### src/rtl/pid_pkg.sv
// Shared defaults and saturation helper for the balance PID controller.
package pid_pkg;

  localparam int ERR_W_DEF   = 10;
  localparam int INT_W_DEF   = 18;
  localparam int OUT_W_DEF   = 12;
  localparam int P_COEFF_DEF = 9;
  localparam int I_SHIFT_DEF = 6;
  localparam int D_SHIFT_DEF = 6;
  localparam int TMR_W_DEF   = 27;
  localparam int SS_W_DEF    = 8;
  localparam int SAT_W       = 40;

  // Clamp a wide signed value into the range of a w-bit signed number.
  function automatic logic signed [SAT_W-1:0] sat_signed(input logic signed [SAT_W-1:0] v,
                                                         input int unsigned w);
    logic signed [SAT_W-1:0] hi;
    logic signed [SAT_W-1:0] lo;
    logic signed [SAT_W-1:0] res;
    hi = (40'sd1 <<< (w - 32'd1)) - 40'sd1;
    lo = -(40'sd1 <<< (w - 32'd1));
    if (v > hi) begin
      res = hi;
    end else if (v < lo) begin
      res = lo;
    end else begin
      res = v;
    end
    return res;
  endfunction

endpackage

### src/rtl/soft_start_tmr.sv
// Soft-start timer: ramps the output clamp limit after power-up, then freezes at full scale.
module soft_start_tmr
  import pid_pkg::*;
#(
  parameter int TMR_W    = TMR_W_DEF,
  parameter int SS_W     = SS_W_DEF,
  parameter int OUT_W    = OUT_W_DEF,
  parameter int FAST_SIM = 0
) (
  input  logic             clk,
  input  logic             rst_n,
  input  logic             pwr_up,
  output logic [SS_W-1:0]  ss_tmr,
  output logic [OUT_W-1:0] lim
);

  localparam logic [TMR_W-1:0] INC = (FAST_SIM != 0) ? TMR_W'(256) : TMR_W'(1);

  logic [TMR_W-1:0] tmr_q;
  logic [TMR_W-1:0] tmr_d;
  logic             ss_full;

  assign ss_tmr  = tmr_q[TMR_W-1 -: SS_W];
  assign ss_full = &ss_tmr;

  always_comb begin
    tmr_d = tmr_q;
    if (!pwr_up) begin
      tmr_d = '0;
    end else if (ss_full) begin
      tmr_d = tmr_q;
    end else begin
      tmr_d = tmr_q + INC;
    end
  end

  always_ff @(posedge clk) begin
    if (!rst_n) begin
      tmr_q <= '0;
    end else begin
      tmr_q <= tmr_d;
    end
  end

  // Until the ramp completes the limit is the visible timer slice scaled up to the output range.
  always_comb begin
    lim = '0;
    if (ss_full) begin
      lim = {1'b0, {(OUT_W-1){1'b1}}};
    end else begin
      lim = OUT_W'(ss_tmr) << (OUT_W - 1 - SS_W);
    end
  end

endmodule

### src/rtl/param_pid.sv
// Two-stage pitch PID controller with anti-windup integrator and soft-start output clamp.
module param_pid
  import pid_pkg::*;
#(
  parameter int ERR_W    = ERR_W_DEF,
  parameter int INT_W    = INT_W_DEF,
  parameter int OUT_W    = OUT_W_DEF,
  parameter int P_COEFF  = P_COEFF_DEF,
  parameter int I_SHIFT  = I_SHIFT_DEF,
  parameter int D_SHIFT  = D_SHIFT_DEF,
  parameter int TMR_W    = TMR_W_DEF,
  parameter int SS_W     = SS_W_DEF,
  parameter int FAST_SIM = 0
) (
  input  logic                    clk,
  input  logic                    rst_n,
  input  logic                    vld,
  input  logic                    pwr_up,
  input  logic                    rider_off,
  input  logic signed [15:0]      ptch,
  input  logic signed [15:0]      ptch_rt,
  output logic signed [OUT_W-1:0] PID_cntrl,
  output logic                    PID_vld,
  output logic [SS_W-1:0]         ss_tmr,
  output logic                    int_hold
);

  localparam int SW    = INT_W + 1;
  localparam int I_SH  = (FAST_SIM != 0) ? 32'sd1 : I_SHIFT;
  localparam logic signed [OUT_W-1:0] OUT_MAX = {1'b0, {(OUT_W-1){1'b1}}};

  logic [OUT_W-1:0]        lim_s;
  logic                    clr;
  logic signed [ERR_W-1:0] err;
  logic signed [SW-1:0]    int_sum;
  logic                    ovf;
  logic                    windup;

  logic signed [SW-1:0]    p_d, p_q, d_d, d_q;
  logic                    s1_vld_d, s1_vld_q;
  logic signed [INT_W-1:0] int_d, int_q;
  logic                    int_hold_d, int_hold_q;

  logic signed [INT_W-1:0] i_raw;
  logic signed [SW-1:0]    i_term;
  logic signed [SW-1:0]    sum;
  logic signed [SW-1:0]    lim_ext;
  logic signed [OUT_W-1:0] pid_d, pid_q;
  logic                    pid_vld_d, pid_vld_q;

  soft_start_tmr #(
    .TMR_W   (TMR_W),
    .SS_W    (SS_W),
    .OUT_W   (OUT_W),
    .FAST_SIM(FAST_SIM)
  ) u_tmr (
    .clk   (clk),
    .rst_n (rst_n),
    .pwr_up(pwr_up),
    .ss_tmr(ss_tmr),
    .lim   (lim_s)
  );

  assign clr     = !pwr_up || rider_off;
  assign err     = ERR_W'(sat_signed(SAT_W'(ptch), ERR_W));
  assign int_sum = SW'(int_q) + SW'(err);
  assign ovf     = int_sum[INT_W] != int_sum[INT_W-1];
  // Stop integrating further into a rail the output is already pinned against.
  assign windup  = ((pid_q == OUT_MAX) && !err[ERR_W-1] && (err != '0)) ||
                   ((pid_q == -OUT_MAX) && err[ERR_W-1]);

  // Stage 1: capture P and D terms and accumulate the integrator.
  always_comb begin
    p_d        = p_q;
    d_d        = d_q;
    s1_vld_d   = 1'b0;
    int_d      = int_q;
    int_hold_d = int_hold_q;
    if (clr) begin
      p_d        = '0;
      d_d        = '0;
      int_d      = '0;
      int_hold_d = 1'b0;
    end else if (vld) begin
      p_d      = SW'(err) * SW'(P_COEFF);
      d_d      = -(SW'(ptch_rt >>> D_SHIFT));
      s1_vld_d = 1'b1;
      if (ovf || windup) begin
        int_hold_d = 1'b1;
      end else begin
        int_d      = int_sum[INT_W-1:0];
        int_hold_d = 1'b0;
      end
    end else begin
      s1_vld_d = 1'b0;
    end
  end

  assign i_raw   = int_q >>> I_SH;
  assign i_term  = SW'(sat_signed(SAT_W'(i_raw), INT_W - 3));
  assign sum     = p_q + i_term + d_q;
  assign lim_ext = $signed(SW'(lim_s));

  // Stage 2: sum the terms and clamp symmetrically to the soft-start limit.
  always_comb begin
    pid_d     = pid_q;
    pid_vld_d = 1'b0;
    if (clr) begin
      pid_d = '0;
    end else if (s1_vld_q) begin
      pid_vld_d = 1'b1;
      if (sum > lim_ext) begin
        pid_d = $signed(lim_s);
      end else if (sum < -lim_ext) begin
        pid_d = -$signed(lim_s);
      end else begin
        pid_d = OUT_W'(sum);
      end
    end else begin
      pid_d = pid_q;
    end
  end

  always_ff @(posedge clk) begin
    if (!rst_n) begin
      p_q        <= '0;
      d_q        <= '0;
      s1_vld_q   <= 1'b0;
      int_q      <= '0;
      int_hold_q <= 1'b0;
      pid_q      <= '0;
      pid_vld_q  <= 1'b0;
    end else begin
      p_q        <= p_d;
      d_q        <= d_d;
      s1_vld_q   <= s1_vld_d;
      int_q      <= int_d;
      int_hold_q <= int_hold_d;
      pid_q      <= pid_d;
      pid_vld_q  <= pid_vld_d;
    end
  end

  assign PID_cntrl = pid_q;
  assign PID_vld   = pid_vld_q;
  assign int_hold  = int_hold_q;

endmodule

### config.mk
export PLATFORM = sky130hd
export DESIGN_NAME = param_pid
export DESIGN_NICKNAME = d
export VERILOG_FILES = /design/src/rtl/pid_pkg.sv /design/src/rtl/soft_start_tmr.sv /design/src/rtl/param_pid.sv
export SDC_FILE = /design/constraint.sdc
export NUM_CORES = 1
export LEC_CHECK = 0
export ABC_AREA = 1
export CAP_MARGIN = 20
export CORE_ASPECT_RATIO = 0.75
export CORE_UTILIZATION = 45
export DETAILED_ROUTE_END_ITERATION = 12
export SETUP_SLACK_MARGIN = 0.05
export SLEW_MARGIN = 0
export SYNTH_ARGS = -nofsm -noshare
export SYNTH_HDL_FRONTEND = slang
export SYNTH_SLANG_ARGS = --single-unit
### constraint.sdc
create_clock -name clk -period 5.05 [get_ports clk]
set_input_delay 0.7575 -clock clk [delete_from_list [all_inputs] [get_ports clk]]
set_output_delay 0.7575 -clock clk [all_outputs]
set_load 0.03 [all_outputs]
==> results of run 1 <==
synth_stat cells (2+ instances only):
cell | instances | area, sq um
clkbuf_1 | 16 | 60.1
a21o_1 | 2 | 15.0
o31ai_1 | 2 | 15.0
ha_1 | 84 | 1050
nand2_1 | 215 | 807
xnor2_1 | 9 | 78.8
a21oi_2 | 10 | 87.6
nor2_1 | 118 | 443
o211ai_1 | 3 | 22.5
nand2_2 | 9 | 56.3
inv_1 | 174 | 653
a31oi_1 | 5 | 31.3
o21ai_0 | 88 | 440
buf_2 | 3 | 15.0
nand4_1 | 14 | 87.6
nor3_2 | 2 | 20.0
nor3_1 | 23 | 115
inv_2 | 8 | 30.0
o21ai_1 | 2 | 10.0
nand3_1 | 49 | 245
xor2_1 | 47 | 412
o221ai_1 | 3 | 26.3
buf_4 | 13 | 97.6
and3_1 | 2 | 12.5
nor2_4 | 2 | 22.5
dfxtp_1 | 94 | 1880
nand3_2 | 5 | 50.1
a21oi_1 | 74 | 370
o21bai_1 | 3 | 22.5
nand2_4 | 5 | 56.3
nand3b_1 | 3 | 22.5
fa_1 | 21 | 420
o211ai_2 | 8 | 100
nor4_1 | 8 | 50.1
o21a_1 | 2 | 15.0
and2_1 | 2 | 12.5
final cells by class:
class / instances / area (sq um)
fillers: 1729 / 8120
multi-input cells: 835 / 5280
flip-flops and latches: 94 / 1880
inverters: 183 / 689
repair buffers: 59 / 573
well taps: 236 / 295
clock buffers: 9 / 225
clock inverters: 7 / 73.8
per-layer routing:
metal | GRT usage [%] | up-vias
li1 | - | 3795
met1 | 38.3 | 3093
met2 | 29.9 | 150
met3 | 4.38 | 14
met4 | 5.02 | 0
met5 | 0 | -
layout by cell type (no fill, tap or decap), types with 3 or more instances in the layout:
cell | netlist | final
ha_1 | 84 | 84
xor2_1 | 47 | 47
nand2_2 | 9 | 9
xnor2_1 | 9 | 9
inv_1 | 174 | 174
clkdlybuf4s50_1 | 0 | 52
nand3_1 | 49 | 49
inv_6 | 0 | 3
a21oi_1 | 74 | 74
nand2_1 | 215 | 215
dfxtp_1 | 94 | 94
nor2_1 | 118 | 117
fa_1 | 21 | 21
nand3b_1 | 3 | 3
inv_2 | 8 | 8
buf_4 | 13 | 7
a31oi_1 | 5 | 5
nor4_1 | 8 | 8
nor3_1 | 23 | 23
nand3_2 | 5 | 5
a21oi_2 | 10 | 10
o21bai_1 | 3 | 3
nand4_1 | 14 | 14
o221ai_1 | 3 | 3
clkbuf_16 | 0 | 9
o21ai_0 | 88 | 88
o211ai_2 | 8 | 8
o211ai_1 | 3 | 3
nand2_4 | 5 | 5
tightest hold or removal path: stages, from the launching register on:
cell	delay [ns]
dfxtp_1	0.32
nand2_1	0.06
a21oi_1	0.05
sequential cells by signal (all words and copies together) (netlist names):
register     cells
p_q             15
d_q             19
PID_cntrl       12
u_tmr.tmr_q     27
s1_vld_q         1
int_q           18
PID_vld          1
int_hold         1
worst paths after layout:
| path | slack (ns) | cells past startpoint | start | end |
|---|---|---|---|---|
| worst min register to register | 0.47 | 2 | d_q[10] | d_q[10] |
| worst max register to register | 0.65 | 27 | p_q[1] | PID_cntrl[0] |
| worst max-delay path | 0.65 | 27 | p_q[1] | PID_cntrl[0] |
| worst min-delay path | 0.47 | 2 | d_q[10] | d_q[10] |
power by group through the flow:
| stage | sequential [mW] | clock [mW] | combinational, mW |
|---|---|---|---|
| final | 0.769 | 0.704 | 0.527 |
| after global routing | 0.771 | 0.754 | 0.599 |
| after CTS | 0.769 | 0.722 | 0.525 |
| after detailed placement | 0.786 | 0 | 0.520 |
| after global placement | 0.786 | 0 | 0.516 |
| after floorplan | 0.782 | 0 | 0.401 |
stage by stage:
step           cells  setup WS [ns]
4_1_cts         1423          0.704
3_5_place_dp    1407          0.564
6_report        1423          0.645
3_3_place_gp    1407          0.622
5_1_grt         1423          0.303
2_1_floorplan   1147           1.31
cell families after synthesis:
logic type	count (synthesis)
flops	94
compound gates	209
buf+inv	218
fa+ha+maj	105
simple gates	465
xor+xnor	56
==> metrics.yaml, run 1 <==
status: "completed"
wire_per_inst_um: 14.3
stdcell_area_sq_um: 9010
nNetsFinal: 1324
synth_cell_types: 55
cts_tree: "yes"
num_antenna_cells: 0
vias_per_cell: 4.96
fin_skew_ns: 0.00992
core_sq_um: 17100
power_switching_mw: 0.699
start_kind: "flop"
synthSimpleGateAreaFrac_pct: 25.7
drive_gt1_share_pct: 6.91
critPathSlowestCell: "fa_1"
dpl_cell_area_sq_um: 8720
cpPeakStageDelay_ns: 0.55
area_growth_pct: 11.9
cp.arrival_ns: 4.70
synth_nets: 1289
setup_tns_ns: 0
clock.fmax_mhz: 227
first_pass_iters: 4
p_comb_share_pct: 26.3
grt_pass1_wl_um: 33400
antenna_found_initial: 0
post_cts_hold_buffer_count: 0
ios: 59
syn_inst: 1147
initial_core_util_pct: 47.0
highest_layer: "met4"
period_minus_slack_ns: 4.40
cts_buffer_depth: 2
clk_pin_slew_worst_paths_ns: 0.08
htree_levels: 3
met2_length_um: 7540
power_per_cell_area_nw_per_um2: 222
slew_headroom_pct: 39.1
numCtsBuffers: 9
seq_area_frac_synth_pct: 23.4
grt_setup_unrepaired: "false"
cts_sinks: 94
finalPower_mw: 2.00
clock_latency_ns: 0.36
dieArea_sq_um: 18400
p_leak_nw: 4.52
grt_max_degree: 34
post-dp-hpwl_um: 16300
synth_compound_area_share_pct: 15.4
vdd_drop_max_v: 0.000141
row_count: 41
setup_viol: 0
hold_violations: 0
drtAntennaViolNets: 0
overflow: 0
cpLargestDelayFamily: "simple AND/OR/NAND/NOR gates"
avgSynthCellArea_sq_um: 7.02
ys_ff_latch: 94
post_cts_resized: 0
die_h_um: 118
wl_met3_um: 1250
power.share.clock_pct: 35.2
drc: 0
drt-met1-wl_um: 11400
synthMuxAreaShare_pct: 0
slew_violations: 0
synth_warnings: 0
p_int_mw: 1.30
hold-worst-slack_ns: 0.473
path_buf_inv: 2
endpoint_kind: "flop"
grt_pass1_vias: 6347
grt_usage_pct: 23.3
pwr-share-seq_pct: 38.4
max_cap_viol_count: 0
min_path_type: "reg2reg"
p_sw_share_pct: 35.0
portBuffers: 52
vias: 7052
path_class: "reg2reg"
netlist_area_sq_um: 8050
root_buffer: "clkbuf_16"
routed_wl_um: 20300
die_w_um: 156
required_ns: 5.35
async_flop_share_pct: 0
routabilityCongestion: 0.903
synth_top_family_by_area: "simple AND/OR/NAND/NOR gates"
fin_crit_sh_pct: 87.2
synth-xor-area-share_pct: 6.09
drt_iter0_drc: 540
finish.utilization_pct: 52.6
cts_setup_buffers: 0
cp_max_fo: 4
synthAdderAreaFrac_pct: 18.3
worst_pin_slew_ns: 0.912
synthFlopType: "dfxtp_1"
synth_edf_count: 0
crit_top_cell: "nand2_1"
No activity file was read; power rests on OpenSTA's default activity.
==> run 2: changes to the inputs <==
- CORE_UTILIZATION: 45 -> 60
- PLACE_DENSITY: unset -> 0.87
==> run 2 against run 1 <==
Critical path depth stayed put. Power is 0.23% lower. Hold slack better by 0.0039 ns. Fmax is 3.5% higher. Via count is 5.7% higher. Die area is 25% lower. Global-route usage is 5.9 points higher. Clock power hardly changed. Non-clock buffer count is 1 lower. Combinational power hardly changed. Clock-buffer cell count stayed put. Register-to-register slack better by 0.15 ns.
==> metrics.yaml, run 2 (synthesis gave the netlist of run 1 again) <==
num_antenna_cells: 0
grt_max_degree: 34
path_buf_inv: 2
wire_per_inst_um: 14.4
post-dp-hpwl_um: 15300
regToRegStartpoint: "int_q[7]"
crit_path_start: "int_q[7]"
drc: 0
worst_pin_slew_ns: 0.923
fin_crit_sh_pct: 84.3
path_class: "reg2reg"
largest_reg_flops: 27
drive_gt1_share_pct: 6.83
htree_levels: 3
start_kind: "flop"
ios: 59
max_cap_viol_count: 0
min_path_type: "reg2reg"
setup_viol: 0
p_sw_share_pct: 34.8
root_buffer: "clkbuf_16"
cpLargestDelayFamily: "simple AND/OR/NAND/NOR gates"
clock_latency_ns: 0.36
power_per_cell_area_nw_per_um2: 224
cts_sinks: 94
first_pass_iters: 5
drtAntennaViolNets: 0
drt_iter0_drc: 648
period_minus_slack_ns: 4.25
cpPeakStageDelay_ns: 0.49
hold_path_startpoint: "u_tmr.tmr_q[5]"
post_cts_resized: 0
crit_top_cell: "nand2_1"
grt_pass1_vias: 6681
pwr-share-seq_pct: 38.5
area_growth_pct: 10.8
status: "completed"
numCtsBuffers: 9
top_regs: "u_tmr.tmr_q (27), d_q (19), int_q (18)"
routabilityCongestion: 0.921
post_cts_hold_buffer_count: 0
core_sq_um: 13000
p_leak_nw: 4.52
slew_violations: 0
overflow: 0
fin_skew_ns: 0.00512
endpoint_kind: "flop"
clk_pin_slew_worst_paths_ns: 0.08
antenna_found_initial: 0
final_common_cell: "nand2_1"
portBuffers: 52
p_comb_share_pct: 26.3
grt_setup_unrepaired: "false"
critPathSlowestCell: "fa_1"
layout_common_cells: "nand2_1, inv_1, nor2_1"
vias_per_cell: 5.49
vias: 7451
hold-worst-slack_ns: 0.477
grt_usage_pct: 29.2
dieArea_sq_um: 13900
die_h_um: 102
cts_tree: "yes"
row_count: 36
grt_pass1_wl_um: 31800
power.share.clock_pct: 35.2
required_ns: 5.34
cts_buffer_depth: 2
top_register: "u_tmr.tmr_q"
cp_max_fo: 4
routed_wl_um: 19600
cp.arrival_ns: 4.55
vdd_drop_max_v: 0.000183
power_switching_mw: 0.694
die_w_um: 136
initial_core_util_pct: 61.9
slew_headroom_pct: 38.4
cts_setup_buffers: 0
finalPower_mw: 2.00
nNetsFinal: 1323
clock.fmax_mhz: 235
hold_violations: 0
setup_tns_ns: 0
p_int_mw: 1.30
==> run 2: through the flow <==
| step | instance area, sq um | worst slack, ns | utilization (%) | cells |
|---|---|---|---|---|
| detailed placement | 8630 | 0.642 | 66.3 | 1341 |
| CTS | 8930 | 0.834 | 68.6 | 1357 |
| global route | 8930 | 0.448 | 68.6 | 1357 |
| finish | 8930 | 0.795 | 68.6 | 1357 |
| global placement | 8630 | 0.688 | 66.3 | 1341 |
| floorplan | 8050 | 1.31 | - | 1147 |
==> run 2: cell type report <==
type | count | area (sq um)
clock inverters | 7 | 73.8
inverters | 183 | 689
multi-input cells | 835 | 5280
well taps | 171 | 214
clock buffers | 9 | 225
repair buffers | 58 | 566
fillers | 1068 | 4090
flip-flops and latches | 94 | 1880
==> run 2: layer usage <==
metal	vias up	track usage, %	wire [um]
li1	3795	-	-
met1	3403	41.6	9450
met2	234	44.1	8380
met3	19	7.54	1570
met4	0	5.88	192
met5	-	0	0
==> run 2: worst min-delay path, delay by kind of cell (launching register included) <==
| kind | cells | cell delay, ns |
|---|---|---|
| DFF | 1 | 0.31 |
| AOI/OAI and AO/OA | 1 | 0.06 |
| buffers and inverters | 1 | 0.06 |
==> run 2: worst paths after layout <==
path / end / slack (ns) / cells past startpoint
max reg2reg: PID_cntrl[0] / 0.80 / 27
min: u_tmr.tmr_q[5] / 0.48 / 2
min reg2reg: u_tmr.tmr_q[5] / 0.48 / 2
max: PID_cntrl[0] / 0.80 / 27
==> run 2: power groups by stage <==
stage / sequential, mW / combinational, mW / clock, mW
2_1_floorplan: 0.782 / 0.401 / 0
3_3_place_gp: 0.785 / 0.497 / 0
3_5_place_dp: 0.786 / 0.512 / 0
4_1_cts: 0.768 / 0.518 / 0.707
5_1_grt: 0.771 / 0.588 / 0.733
6_report: 0.769 / 0.525 / 0.702
==> run 3: changes to the inputs <==
- CORE_UTILIZATION: 60 -> 55
- PLACE_DENSITY: 0.87 -> 0.85
- clock period: 5.05 -> 3.6 ns (I/O delays scaled with it)
==> run 3 against run 2 <==
The run now ends with negative setup slack left. Clock-buffer cell count rose by 2. First-iteration DRC count rose by 100%. Clock power rose by 47%. Wire length rose by 53%. Clock skew rose by 0.0053 ns. Non-clock buffer count rose by 144. Combinational power rose to 2.5 times the previous value. Fmax fell by 5.0%. Largest cell class unchanged.
==> metrics.yaml, run 3 (synthesis gave the netlist of run 1 again) <==
grt_pass1_wl_um: 41200
routed_wl_um: 29900
top_regs: "u_tmr.tmr_q (27), d_q (19), int_q (18)"
clock.fmax_mhz: 223
post_cts_hold_buffer_count: 0
clk_pin_slew_worst_paths_ns: 0.07
overflow: 0
vdd_drop_max_v: 0.000243
start_kind: "flop"
core_sq_um: 14000
portBuffers: 52
antenna_found_initial: 0
row_count: 37
cts_buffer_depth: 2
largest_reg_flops: 27
post-dp-hpwl_um: 17700
cp.arrival_ns: 4.72
setup_viol: 12
status: "complete, but fails checks"
slew_headroom_pct: 41.0
area_growth_pct: 33.5
vias_per_cell: 6.17
regToRegStartpoint: "p_q[6]"
grt_usage_pct: 34.6
nNetsFinal: 1469
numCtsBuffers: 9
cp_max_fo: 5
power_per_cell_area_nw_per_um2: 320
path_class: "reg2reg"
die_w_um: 142
worst_pin_slew_ns: 0.883
fin_crit_sh_pct: 124
register_area_sq_um: 1890
period_minus_slack_ns: 4.48
grt_setup_unrepaired: "true"
hold_path_depth: 2
fin_skew_ns: 0.0104
finish.utilization_pct: 76.9
hold-worst-slack_ns: 0.469
hold_path_startpoint: "u_tmr.tmr_q[5]"
cts_sinks: 94
place_inst: 1495
r2r_end: "PID_cntrl[7]"
multi_input_area_sq_um: 5860
finalWorstSetupSlack_ns: -0.878
p_leak_nw: 5.45
clock_latency_ns: 0.36
htree_levels: 3
reg2reg_depth: 24
top_register: "u_tmr.tmr_q"
hold_path_end: "u_tmr.tmr_q[5]"
max_cap_viol_count: 0
violations: "negative setup slack"
wire_per_inst_um: 19.6
cts_tree: "yes"
ios: 59
required_ns: 3.84
root_buffer: "clkbuf_16"
setup_tns_ns: -9.89
first_pass_iters: 6
finalPower_mw: 3.44
fin_cells: 1527
hold_violations: 0
drc: 0
r2r_setup_slack_ns: -0.88
slew_violations: 0
initial_core_util_pct: 57.6
vias: 9428
grt_max_degree: 34
dieArea_sq_um: 15100
final_common_cell: "nand2_1"
num_antenna_cells: 0
routabilityCongestion: 0.925
drt_iter0_drc: 1319
drtAntennaViolNets: 0
grt_pass1_vias: 8534
die_h_um: 107
drive_gt1_share_pct: 22.7
endpoint_kind: "flop"
layout_common_cells: "nand2_1, inv_1, buf_4"
n_fill_cell: 868
min_path_type: "reg2reg"
[run 3: cell types whose count changed in the layout (fill, tap and decap cells not counted), sizes merged]
cell,previous run,this run
buf,6,149
clkdlybuf4s50,52,45
dlymetal6s2s,0,7
clkbuf,9,12
inv,188,185
nand2,229,231
bufinv,0,1
clkinv,2,1
clkinvlp,0,1
[run 3: area by class of cell]
| class | count | area share (%) |
|---|---|---|
| clock inverters | 5 | 0.594 |
| clock buffers | 11 | 2.26 |
| well taps | 195 | 2.27 |
| multi-input cells | 837 | 54.5 |
| inverters | 183 | 6.41 |
| repair buffers | 202 | 16.4 |
| flip-flops and latches | 94 | 17.5 |
[run 3: routing by layer]
layer	global-route usage, %	vias up	share of wire [%]
li1	-	4080	-
met1	42.6	4287	36
met2	55.9	765	43
met3	9.51	296	12
met4	16.9	0	8.1
met5	0	-	0
[run 3: repair_timing]
| item | in CTS | in global routing |
|---|---|---|
| endpoints found under the setup margin | 35 | 37 |
| cloned | 2 | 2 |
| resized for setup | 51 | 67 |
| pin swaps | 11 | 24 |
| setup buffers | 6 | 6 |
[run 3: power breakdown]
part | total (mW) | leakage [nW] | switching [mW] | internal, mW
clock | 1.03 | 0.147 | 0.465 | 0.565
sequential | 1.08 | 0.762 | 0.0200 | 1.06
combinational | 1.33 | 4.54 | 0.751 | 0.579
total | 3.44 | 5.45 | 1.24 | 2.20
[run 3: critical path, stage by stage (launching register included)]
cell and delay (ns):
dfxtp_1 0.35, fa_1 0.54, ha_1 0.44, nand2_1 0.17, inv_1 0.18, nand2_1 0.09
nand2_1 0.12, a21oi_2 0.06, xnor2_1 0.25, buf_4 0.18, ha_1 0.26, nand2_1 0.12
inv_1 0.09, nand2_1 0.11, nand2_1 0.15, nand2_1 0.13, nand2_1 0.08, nand2_1 0.11
nand4_1 0.14, o21ai_4 0.22, buf_12 0.15, clkbuf_16 0.13, o21ai_0 0.10, inv_1 0.13
a21oi_2 0.06
[run 3: how the worst max path moves through the flow]
stage / startpoint / endpoint / cells past startpoint
after floorplan: p_q[1] / PID_cntrl[9] / 27
after global placement: ptch[10] / p_q[17] / 19
after detailed placement: ptch[10] / p_q[17] / 20
after CTS: p_q[1] / PID_cntrl[11] / 27
after global routing: d_q[1] / PID_cntrl[7] / 25
final: p_q[6] / PID_cntrl[7] / 24
[run 3: through the flow]
step / worst slack, ns / cell area, sq um
after floorplan: 0.0537 / 8060
after global placement: -0.271 / 9670
after detailed placement: -0.461 / 9670
after CTS: -0.260 / 10300
after global routing: -0.891 / 10700
final: -0.878 / 10700
